### config.mk
export PLATFORM = sky130hd
export DESIGN_NAME = elem_sram_arbiter
export DESIGN_NICKNAME = d
export VERILOG_FILES = /design/src/rtl/elem_sram_arbiter.sv
export SDC_FILE = /design/constraint.sdc
export NUM_CORES = 1
export LEC_CHECK = 0
export ABC_AREA = 1
export ABC_CLOCK_PERIOD_IN_PS = 3000
export BUFFER_PORTS_ARGS = -buffer_cell sky130_fd_sc_hd__buf_2
export CORE_ASPECT_RATIO = 0.75
export CORE_MARGIN = 4
export CORE_UTILIZATION = 40
export CTS_CLUSTER_SIZE = 20
export DETAILED_ROUTE_END_ITERATION = 10
export PLACE_DENSITY = 0.82
export RECOVER_POWER = 100
export SKIP_CTS_REPAIR_TIMING = 1
export SLEW_MARGIN = 20
export SYNTH_ARGS = -nofsm -noshare
export SYNTH_HDL_FRONTEND = slang
export SYNTH_SLANG_ARGS = --single-unit
### constraint.sdc
create_clock -name clk -period 3 [get_ports clk]
set_input_delay 0.3 -clock clk [delete_from_list [all_inputs] [get_ports clk]]
set_output_delay 0.3 -clock clk [all_outputs]
set_load 0.02 [all_outputs]
### src/rtl/elem_sram_arbiter.sv
// elem_sram_arbiter: shares the ELEM0 SRAM port between GEMM requant write-back
// (requester 0, fixed priority), element-wise read-out and AXI-stream output read
// (requesters 1..NUM_REQ-1, round-robin with a starvation override).
// Commands are registered toward the SRAM; read data is routed back to its
// requester through a tag pipeline that tracks the SRAM read latency.
module elem_sram_arbiter #(
    parameter int ADDR_WIDTH   = 18,
    parameter int DATA_WIDTH   = 8,
    parameter int NUM_REQ      = 3,
    parameter int READ_LATENCY = 1,
    parameter int STARVE_LIMIT = 8
) (
    input  logic                           clk,
    input  logic                           rst,
    input  logic                           enable,
    input  logic [NUM_REQ-1:0]             req_valid,
    input  logic [NUM_REQ-1:0]             req_we,
    input  logic [NUM_REQ*ADDR_WIDTH-1:0]  req_addr,
    input  logic [NUM_REQ*DATA_WIDTH-1:0]  req_wdata,
    output logic [NUM_REQ-1:0]             req_ready,
    output logic [NUM_REQ-1:0]             rsp_valid,
    output logic [DATA_WIDTH-1:0]          rsp_data,
    output logic                           sram_en,
    output logic                           sram_we,
    output logic [ADDR_WIDTH-1:0]          sram_addr,
    output logic [DATA_WIDTH-1:0]          sram_wdata,
    input  logic [DATA_WIDTH-1:0]          sram_rdata,
    output logic [$clog2(NUM_REQ)-1:0]     grant_id,
    output logic                           busy
);

    localparam int IDW = $clog2(NUM_REQ);
    localparam int SCW = $clog2(STARVE_LIMIT + 1);
    localparam logic [IDW-1:0] FIRST_LOW = IDW'(1);
    localparam logic [IDW-1:0] LAST_LOW  = IDW'(NUM_REQ - 1);

    logic [IDW-1:0]        r_rr_ptr;
    logic [SCW-1:0]        r_starve_cnt;
    logic                  w_low_any;
    logic                  w_starved;
    logic                  w_rr_hit_hi;
    logic [IDW-1:0]        w_rr_hi;
    logic [IDW-1:0]        w_rr_lo;
    logic [IDW-1:0]        w_rr_idx;
    logic                  w_grant_vld;
    logic [IDW-1:0]        w_grant_id;
    logic                  w_low_grant;
    logic [NUM_REQ-1:0]    w_ready;
    logic                  w_we;
    logic [ADDR_WIDTH-1:0] w_addr;
    logic [DATA_WIDTH-1:0] w_wdata;
    logic [NUM_REQ-1:0]    w_rsp_hot;

    // Tag stage 0 is aligned with sram_en; stage READ_LATENCY with sram_rdata.
    logic [READ_LATENCY:0] r_tag_vld;
    logic [IDW-1:0]        r_tag_id [READ_LATENCY+1];

    assign w_low_any = |req_valid[NUM_REQ-1:1];
    assign w_starved = (r_starve_cnt == SCW'(STARVE_LIMIT));

    // Round-robin pick: first valid low-priority requester at or after r_rr_ptr,
    // falling back to the lowest valid one (wrap within 1..NUM_REQ-1).
    always_comb begin
        w_rr_hit_hi = 1'b0;
        w_rr_hi     = FIRST_LOW;
        w_rr_lo     = FIRST_LOW;
        for (int i = NUM_REQ - 1; i >= 1; i--) begin
            if (req_valid[i]) begin
                w_rr_lo = IDW'(i);
                if (i >= int'(r_rr_ptr)) begin
                    w_rr_hit_hi = 1'b1;
                    w_rr_hi     = IDW'(i);
                end
            end
        end
        w_rr_idx = w_rr_hit_hi ? w_rr_hi : w_rr_lo;
    end

    // Grant decision: starvation override, then requester 0, then round-robin.
    always_comb begin
        w_grant_vld = 1'b0;
        w_grant_id  = '0;
        if (enable && !rst) begin
            if (w_starved && w_low_any) begin
                w_grant_vld = 1'b1;
                w_grant_id  = w_rr_idx;
            end else if (req_valid[0]) begin
                w_grant_vld = 1'b1;
                w_grant_id  = '0;
            end else if (w_low_any) begin
                w_grant_vld = 1'b1;
                w_grant_id  = w_rr_idx;
            end
        end
    end

    assign w_low_grant = w_grant_vld && (w_grant_id != '0);

    // One-hot ready plus command mux for the granted requester.
    always_comb begin
        w_ready = '0;
        w_we    = 1'b0;
        w_addr  = '0;
        w_wdata = '0;
        for (int i = 0; i < NUM_REQ; i++) begin
            if (w_grant_vld && (w_grant_id == IDW'(i))) begin
                w_ready[i] = 1'b1;
                w_we       = req_we[i];
                w_addr     = req_addr[i*ADDR_WIDTH +: ADDR_WIDTH];
                w_wdata    = req_wdata[i*DATA_WIDTH +: DATA_WIDTH];
            end
        end
    end

    assign req_ready = w_ready;

    // Round-robin pointer and starvation counter; both frozen while disabled.
    always_ff @(posedge clk or posedge rst) begin
        if (rst) begin
            r_rr_ptr     <= FIRST_LOW;
            r_starve_cnt <= '0;
        end else if (enable) begin
            if (w_low_grant) begin
                r_rr_ptr     <= (w_grant_id == LAST_LOW) ? FIRST_LOW : w_grant_id + IDW'(1);
                r_starve_cnt <= '0;
            end else if (!w_low_any) begin
                r_starve_cnt <= '0;
            end else if (!w_starved) begin
                r_starve_cnt <= r_starve_cnt + SCW'(1);
            end
        end
    end

    // Registered SRAM command; address and write data hold between commands.
    always_ff @(posedge clk or posedge rst) begin
        if (rst) begin
            sram_en    <= 1'b0;
            sram_we    <= 1'b0;
            sram_addr  <= '0;
            sram_wdata <= '0;
            grant_id   <= '0;
        end else begin
            sram_en <= w_grant_vld;
            sram_we <= w_grant_vld & w_we;
            if (w_grant_vld) begin
                sram_addr  <= w_addr;
                sram_wdata <= w_wdata;
                grant_id   <= w_grant_id;
            end
        end
    end

    // Read tag pipeline; a reset discards every in-flight read.
    always_ff @(posedge clk or posedge rst) begin
        if (rst) begin
            r_tag_vld <= '0;
            for (int s = 0; s <= READ_LATENCY; s++) begin
                r_tag_id[s] <= '0;
            end
        end else begin
            r_tag_vld[0] <= w_grant_vld & ~w_we;
            r_tag_id[0]  <= w_grant_id;
            for (int s = 1; s <= READ_LATENCY; s++) begin
                r_tag_vld[s] <= r_tag_vld[s-1];
                r_tag_id[s]  <= r_tag_id[s-1];
            end
        end
    end

    // Decode the emerging tag into a one-hot response strobe.
    always_comb begin
        w_rsp_hot = '0;
        for (int i = 0; i < NUM_REQ; i++) begin
            if (r_tag_vld[READ_LATENCY] && (r_tag_id[READ_LATENCY] == IDW'(i))) begin
                w_rsp_hot[i] = 1'b1;
            end
        end
    end

    // Registered response; rsp_data only updates when a read returns.
    always_ff @(posedge clk or posedge rst) begin
        if (rst) begin
            rsp_valid <= '0;
            rsp_data  <= '0;
        end else begin
            rsp_valid <= w_rsp_hot;
            if (r_tag_vld[READ_LATENCY]) begin
                rsp_data <= sram_rdata;
            end
        end
    end

    assign busy = (|w_ready) | sram_en | (|r_tag_vld) | (|rsp_valid);

endmodule

* Yosys cells after proc, flatten, opt, wreduce, memory -nomap -nowiden
Cells that the tools add are included.
** Cells by class
- Eq/ne operators :: 6
- Mux-type cells :: 38
- $lt $le $gt $ge :: 2
- $add $sub $neg :: 2
- Reductions and logical operators :: 19
- Bitwise operators :: 6
** Operators with widths (count)
- 2-to-1 mux 18 bit :: 3
- 2-to-1 mux 2 bit :: 12
- 2-to-1 mux 8 bit :: 3
- 2-to-1 mux 1 bit :: 17
- 2-to-1 mux 4 bit :: 3
- logical AND 1 bit :: 9
- OR reduction 3 bit :: 2
- adder 4 x 1 -> 4 bit (second input constant) :: 1
- equality test 2 x 1 -> 1 bit (second input constant) :: 2
- equality test 2 bit (second input constant) :: 2
- equality test 4 bit (second input constant) :: 1
- zero test 2 bit :: 2
- AND reduction 2 bit :: 2
- OR reduction 2 bit :: 2
- != test 3 x 2 -> 1 bit (second input constant) :: 1
- OR 1 bit :: 3
- adder 2 x 1 -> 2 bit (second input constant) :: 1
- AND 1 bit :: 2
- greater-or-equal comparator 1 x 2 -> 1 bit (first input constant) :: 1
- greater-or-equal comparator 2 bit (first input constant) :: 1
- nonzero test 2 bit :: 1
- zero test 1 bit :: 1
- inverter 1 bit :: 1
** Word-level totals
- Output and inout bits :: 45
- Word-level logic and storage cells :: 85
- Flip-flop bits (word level) :: 53

* Longest topological paths before layout
Gate-level depths: netlist (run 1).
- Depth in word-level cells :: 17
- Mapped depth :: 10
- Mapped depth without buffers :: 8

* Least setup slack after synthesis (run 1)
No wires, ideal clock.
- Kind :: input to output
- Start point :: in rst
- End point :: out req_ready[0]
- Stages :: 6
- Arrival :: 2582 ps
- Required time :: 2700 ps
- Buffers on the path :: 1
- Slack :: 118 ps
- Cells stage by stage :: inv_1 -> nand2_1 -> a21oi_2 -> inv_1 -> clkbuf_1 -> nor2_1
** Between the ends
- Longest elaborated chain between the ends :: 6
** Ends and longest elaborated chain
- from (decl) :: RTL line 14 : input logic rst,
- zero test 1 bit (no line) (*)
- logical AND 1 bit (*) :: RTL line 83 : if (enable && !rst) begin
- 2-to-1 mux 2 bit :: RTL line 83
- zero test 2 bit :: RTL line 106 : if (w_grant_vld && (w_grant_id == IDW'(i))) begin
- logical AND 1 bit (*) :: RTL line 106
- 2-to-1 mux 1 bit (*) :: RTL line 106
- to (decl) :: RTL line 20 : output logic [NUM_REQ-1:0] req_ready,
Every way passes the cells marked *; elsewhere a longest branch is shown, timed or not.

* Final worst setup path (run 1)
- Start point :: reg r_rr_ptr[0]
- End point :: reg r_tag_vld[0]
** Between the ends
- Longest elaborated chain between the ends :: 17
** Ends and longest elaborated chain
- from (decl) :: RTL line 37 : logic [IDW-1:0] r_rr_ptr;
- from (signal assigned) :: RTL line 124 : r_rr_ptr <= (w_grant_id == LAST_LOW) ? FIRST_LOW : w_grant_id + IDW'(1);
- greater-or-equal comparator 2 bit :: RTL line 70 : if (i >= int'(r_rr_ptr)) begin
- 2-to-1 mux 2 bit or 2-to-1 mux 1 bit (tied branches) :: RTL line 70
- 2-to-1 mux 2 bit or 2-to-1 mux 1 bit (tied branches) :: RTL line 68 : if (req_valid[i]) begin
- 2-to-1 mux 2 bit or 2-to-1 mux 1 bit (tied branches) :: RTL line 70
- 2-to-1 mux 2 bit or 2-to-1 mux 1 bit (tied branches) :: RTL line 68
- 2-to-1 mux 2 bit (*) :: RTL line 76 : w_rr_idx = w_rr_hit_hi ? w_rr_hi : w_rr_lo;
- 2-to-1 mux 2 bit :: RTL line 90 : end else if (w_low_any) begin
- 2-to-1 mux 2 bit :: RTL line 87 : end else if (req_valid[0]) begin
- 2-to-1 mux 2 bit (*) :: RTL line 84 : if (w_starved && w_low_any) begin
- 2-to-1 mux 2 bit (*) :: RTL line 83
- zero test 2 bit :: RTL line 106
- logical AND 1 bit :: RTL line 106
- 2-to-1 mux 1 bit (2 in series) :: RTL line 106
- 2-to-1 mux 1 bit (*) :: RTL line 106
- inverter 1 bit (*) :: RTL line 161 : r_tag_vld[0] <= w_grant_vld & ~w_we;
- AND 1 bit (*) :: RTL line 161
- to (signal assigned) :: RTL line 161
- to (signal, indexed assignment) :: RTL line 164 : r_tag_vld[s] <= r_tag_vld[s-1];
- to (decl) :: RTL line 55 : logic [READ_LATENCY:0] r_tag_vld;
Marks and branches as above.
A chain may end at the register's enable or synchronous reset.

==> impl_metrics.tcl, run 1 <==
set metrics [dict create \
    cts-root-buf "clkbuf_8" \
    cts_buffer_depth 2 \
    hold_path_class "in -> reg" \
    die_y_um 76.84 \
    reg2reg_depth 9 \
    io_buffers 139 \
    grt.overflow.total 0 \
    clk_pin_slew_worst_paths_ns 0.10 \
    hpwl_um 5416 \
    endpoint_kind "flop" \
    p_per_area_mw_per_mm2 631.4 \
    grt_pass1_wl_um 12150 \
    placed_area_mm2 0.003239 \
    first_pass_iters 4 \
    drt-wirelength-per-cell_um 14.52 \
    die-area_mm2 0.007667 \
    critical_path.cell_chain "inv_1, nand2_1, nand2_1, nand2_1, nor2_1, clkbuf_1, nand3_1, nand3_1, nor2_1" \
    synth_fp_nets 402 \
    setup_viol_count_final 0 \
    layout.nets 533 \
    path_common_cell "nand2_1" \
    synth-edff-count 0 \
    die_w_um 99.79 \
    grt.total_usage_pct 19.41 \
    post-route-util_pct 55.32 \
    grt_pass1_vias 2555 \
    seq_area_mm2 0.001328 \
    vias 2662 \
    fmax_ghz 0.3962 \
    area_growth_pct 30.79 \
    drive_gt1_share_pct 26.09 \
    cts_inserted_buffers 5 \
    p_leak_nw 1.675 \
    rows 24 \
    num-fill-cells 588 \
    worstHoldStart "sram_rdata[7]" \
    max-slew-margin-rel_pct 16.21 \
    worstSetupPathType "reg -> reg" \
    finClkSkew_ns 0.006620 \
    ys_warn_count 0 \
    synthFlopType "dfrtp_1" \
    crit_required_ns 3.16 \
    r2r-end "r_tag_vld[0]" \
    syn_avg_cell_area_um2 8.287 \
    stdcell_area_mm2 0.003306 \
    crit_path_start_kind "flop" \
    hold_violations 0 \
    crit_arrival_ns 2.68 \
    drt.antenna.violating_nets 0 \
    pin_count 140 \
    seq_area_frac_synth_pct 52.52 \
    clk_latency_ns 0.30 \
    syn-instance-count 305 \
    multiInputGateArea_mm2 0.001013 \
    finalSetupTns_ns 0 \
    antenna-diode-count 0 \
    cts.sinks 53 \
    netlist_area_mm2 0.002527 \
    crit_slowest_cell "clkbuf_1" \
    viasPerCell 5.169 \
    ir_drop_mv 0.2315 \
    finalMaxSlewViolations 0 \
    grt_max_degree 54 \
    fin_crit_ns 2.524 \
    netlist-cell-type-count 23 \
    htreeDepth 2 \
    min_path_cells 3 \
    synthArstFlopShare_pct 100.0 \
    hold_path_end "rsp_data[7]" \
    wirelength_um 7480 \
    tritoncts "built" \
    worst_slew_pin_slew_ns 1.257 \
    maxCapViolCount 0 \
    drt_iter0_markers 133 \
    rsz0062_at_grt "no" \
    route.detailed.drc 0 \
    antenna_found_initial 0 \
    final_common_cell "nand2_1" \
    start_util_pct 42.29 \
    layout_common_cells "nand2_1, buf_2, nand3_1, dfrtp_1, clkbuf_1" \
    critPathMaxFanout 18 \
    place_congestion 0.8009 \
    cpPeakStageDelay_ns 0.70 \
    fin_cells 515 \
    placed_cells 507 \
    synth_seq_cells 53 \
    r2r_slack_ns 0.48 \
    core_mm2 0.005976 \
    regToRegStartpoint "r_rr_ptr[0]" \
    fin_crit_sh_pct 84.14 \
    status "finished clean" \
]
worst max-delay path, delay by kind of cell, from the launching register on:
kind                   cells  cell delay, ns
DFF                        1            0.37
and+or+nand+nor            7            1.26
buffers and inverters      2            0.75
worst max-delay path by stage:
stage	start	to	slack, ns	depth (start not counted)
global route	r_rr_ptr[0]	r_tag_vld[0]	0.27	9
finish	r_rr_ptr[0]	r_tag_vld[0]	0.48	9
global placement	req_valid[1]	r_starve_cnt[0]	0.92	7
detailed placement	req_valid[1]	r_starve_cnt[0]	0.93	8
CTS	r_starve_cnt[0]	req_ready[2]	0.66	7
floorplan	rst	req_ready[0]	0.12	6
registers in the layout, indices dropped and copies added, names as in the netlist:
signal	count
sram_addr	18
rsp_data	8
sram_wdata	8
r_starve_cnt	4
r_tag_id	4
rsp_valid	3
grant_id	2
r_rr_ptr	2
r_tag_vld	2
sram_en	1
sram_we	1
cells in the mapped netlist (2+ instances only):
master	count	area share (%)
a21oi_1	3	0.59
buf_2	5	0.99
buf_4	7	2.1
buf_6	2	0.89
clkbuf_1	5	0.74
dfrtp_1	52	51
ha_1	2	0.99
inv_1	18	2.7
nand2_1	97	14
nand3_1	63	12
nand4_1	26	6.4
nor2_1	8	1.2
nor2_2	3	0.74
nor3_1	3	0.59
o21ai_0	2	0.40
o21ai_1	2	0.40
area by class of cell:
cell class                      instances  share of cell area [%]
Clock inverter                          3                   2.082
Clock buffer                            5                   2.082
Multi-Input combinational cell        215                   30.66
Tap cell                               78                   2.952
Timing Repair Buffer                  143                   20.02
Inverter                               18                   2.044
Sequential cell                        53                   40.16
stage by stage:
step | setup slack [ns] | hold slack (ns) | total power, W
floorplan | 0.1184 | 0.3312 | 0.001325
global placement | 0.9236 | 0.3327 | 0.001547
detailed placement | 0.9314 | 0.3358 | 0.001564
CTS | 0.6632 | 0.1779 | 0.002139
global route | 0.2739 | 0.1786 | 0.002213
finish | 0.4759 | 0.1937 | 0.002087
routing by layer:
layer  GRT usage, %  share of wire (%)  vias up
met5              0                  0        -
met4          5.457               0.61        0
met3          4.896                 10        5
met2          30.03                 45      145
met1          26.98                 44     1238
li1               -                  -     1274
where the power goes:
group	switching [W]	leakage (nW)	internal, W
Sequential	0.0000852	0.670	0.000852
Clock	0.000235	0.0687	0.000336
Combinational	0.000387	0.936	0.000193
kinds of logic (layout without fill, tap and decap cells):
kind of cell    Yosys count  in the layout  synth area share [%]
flops                    53             53                 52.53
fa+ha+maj                 2              2                0.9899
buf+inv                  37            169                 7.376
compound gates            8              8                 1.733
simple gates            204            204                 37.03
xor+xnor                  1              1                0.3466
Power figures use the tool's default switching activity.
==> inputs of run 2 (changes only) <==
Settings changed: ABC_AREA 1 to 0, ABC_CLOCK_PERIOD_IN_PS 3000 to 2250, PLACE_DENSITY 0.82 to 0.83.
Clock period 3 ns to 2.25 ns, I/O delays scaled along.
==> run 2 against run 1 <==
Net effect: non-clock buffer count up 10; clock power up 33%; power up 60%; clock skew up 0.0016 ns; register-to-register slack worse by 0.25 ns; critical path depth down 2; die area up 13%; cell area up 9.6%; critical path type is now reg -> out.
==> impl_metrics.tcl, run 2 <==
set metrics [dict create \
    status "finished clean" \
    vias 2716 \
    seq_area_frac_synth_pct 45.99 \
    fin_crit_ns 2.095 \
    drive_gt1_share_pct 35.77 \
    grt.total_usage_pct 19.07 \
    hold_path_class "in -> reg" \
    finalMaxSlewViolations 0 \
    crit_path_start_kind "flop" \
    largest_reg_flops 18 \
    layout_common_cells "buf_2, dfrtp_1, clkbuf_1, nor2_1" \
    p_per_area_mw_per_mm2 920.9 \
    route.detailed.drc 0 \
    top_register "sram_addr" \
    cts.sinks 53 \
    die_y_um 81.57 \
    synthFlopType "dfrtp_1" \
    yosysMostFrequentCell "dfrtp_1" \
    grt_pass1_vias 2752 \
    critPathMaxFanout 16 \
    rsz0062_at_grt "no" \
    cts_buffer_depth 2 \
    die-area_mm2 0.008654 \
    viasPerCell 5.336 \
    top_regs "sram_addr: 18 flops, rsp_data: 8 flops, sram_wdata: 8 flops" \
    start_util_pct 41.85 \
    place_congestion 0.8727 \
    synth_largest_area_cell "dfrtp_1" \
    synthArstFlopShare_pct 100.0 \
    hpwl_um 6213 \
    p_leak_nw 1.663 \
    die_w_um 106.1 \
    area_growth_pct 25.49 \
    crit_required_ns 2.03 \
    endpoint_kind "output port" \
    max-slew-margin-rel_pct 11.19 \
    finClkSkew_ns 0.008211 \
    fmax_ghz 0.4774 \
    grt_max_degree 54 \
    critical_path.cell_chain "inv_1, ha_1, and3b_2, o22ai_2, buf_4, nor3_1, clkbuf_2" \
    rows 26 \
    cts_inserted_buffers 5 \
    drt.antenna.violating_nets 0 \
    ys_warn_count 0 \
    final_common_cell "buf_2" \
    syn_avg_cell_area_um2 10.46 \
    synth_seq_cells 53 \
    hold_violations 0 \
    worstSetupPathType "reg -> out" \
    clk_latency_ns 0.30 \
    htreeDepth 2 \
    power_w 0.003336 \
    core_mm2 0.006897 \
    synthTopCellsByArea "dfrtp_1, o41ai_2, nor3_1" \
    synth_commonest_cells "dfrtp_1, nor2_1, nand2_1" \
    antenna-diode-count 0 \
    fin_crit_sh_pct 93.09 \
    synth_top_area_share_pct 45.08 \
    pin_count 140 \
    ir_drop_mv 0.4449 \
    drt-wirelength-per-cell_um 16.20 \
    clk_pin_slew_worst_paths_ns 0.10 \
    first_pass_iters 4 \
    netlist_area_mm2 0.002887 \
    maxCapViolCount 0 \
    cpPeakStageDelay_ns 0.42 \
    netlist-cell-type-count 40 \
    worst_slew_pin_slew_ns 1.332 \
    crit_arrival_ns 1.87 \
    drt_iter0_markers 125 \
    grt.overflow.total 0 \
    grt_pass1_wl_um 13310 \
    finalSetupTns_ns 0 \
    io_buffers 139 \
    tritoncts "built" \
    crit_slowest_cell "dfrtp_1" \
    cts-root-buf "clkbuf_8" \
    wirelength_um 8246 \
    syn-instance-count 276 \
    setup_viol_count_final 0 \
    antenna_found_initial 0 \
    synth-edff-count 0 \
    num-fill-cells 655 \
    synth_fp_nets 373 \
    layout.nets 507 \
]
run 2: changes by cell type after synthesis, moves of 9 or more:
cell	change
nand2_1	-67
nand4_1	-26
a211oi_2	+9
mux2_2	+9
a211oi_1	+18
nand3_1	-60
nor3_1	+26
nor2_1	+25
o41ai_2	+18
inv_1	-11
run 2: final timing paths:
kind / startpoint / end / slack, ns / cells past startpoint
setup / recovery: r_starve_cnt[0] / req_ready[1] / 0.16 / 7
hold / removal: sram_rdata[1] / rsp_data[1] / 0.15 / 2
setup reg to reg: r_starve_cnt[0] / sram_wdata[2] / 0.23 / 7
hold reg to reg: r_tag_id[3] / r_tag_id[1] / 0.35 / 0
max in group asynchronous: rst / sram_addr[10] / 1.02 / 3
min in group asynchronous: rst / sram_addr[14] / 0.42 / 3
run 2: power breakdown:
| group | total [W] | internal [W] | switching [W] |
|---|---|---|---|
| combinational | 0.00123 | 0.000448 | 0.000783 |
| sequential | 0.00135 | 0.00120 | 0.000150 |
| clock | 0.000759 | 0.000442 | 0.000317 |
run 2: final cells by class:
cell class / instances / area [um2] / area share, %
clock buffer: 5 / 68.82 / 1.900
clock inverter: 3 / 65.06 / 1.796
inverter: 8 / 30.03 / 0.8290
multi-input combinational: 189 / 1267 / 34.99
sequential: 53 / 1328 / 36.65
tap: 98 / 122.6 / 3.385
timing repair buffer: 153 / 740.7 / 20.45
run 2: kinds of logic after synthesis:
group,Yosys count,share of synthesized area [%]
simple gates,107,16.73
compound gates,71,26.22
flops,53,45.99
buf+inv,34,6.675
mux,9,3.511
fa+ha+maj,2,0.8668
run 2: routing by layer:
metal / global-route usage (%) / vias up / wire [um]
met5: 0 / - / 0
met2: 32.63 / 123 / 3888
met3: 4.556 / 7 / 720
li1: - / 1283 / -
met1: 25.22 / 1303 / 3596
met4: 3.493 / 0 / 41
run 2: stage by stage:
step | std cells | worst slack, ns | hold slack (ns) | util, % | area [um2]
4_1_cts | 509 | 0.06364 | 0.1401 | 54.99 | 3792
6_report | 509 | 0.1554 | 0.1484 | 52.52 | 3622
5_1_grt | 509 | 0.01591 | 0.1302 | 52.52 | 3622
3_3_place_gp | 501 | 0.4348 | 0.3335 | 53.05 | 3659
2_1_floorplan | 276 | 0.1480 | 0.3312 | - | 2887
3_5_place_dp | 501 | 0.3417 | 0.3364 | 53.05 | 3659
run 2: worst max-delay path: cells and delay by family, from the launching register on:
family	cells	cell delay [ns]
compound gates	1	0.08
fa+ha+maj	1	0.15
buf+inv	3	0.48
flops	1	0.42
simple gates	2	0.43
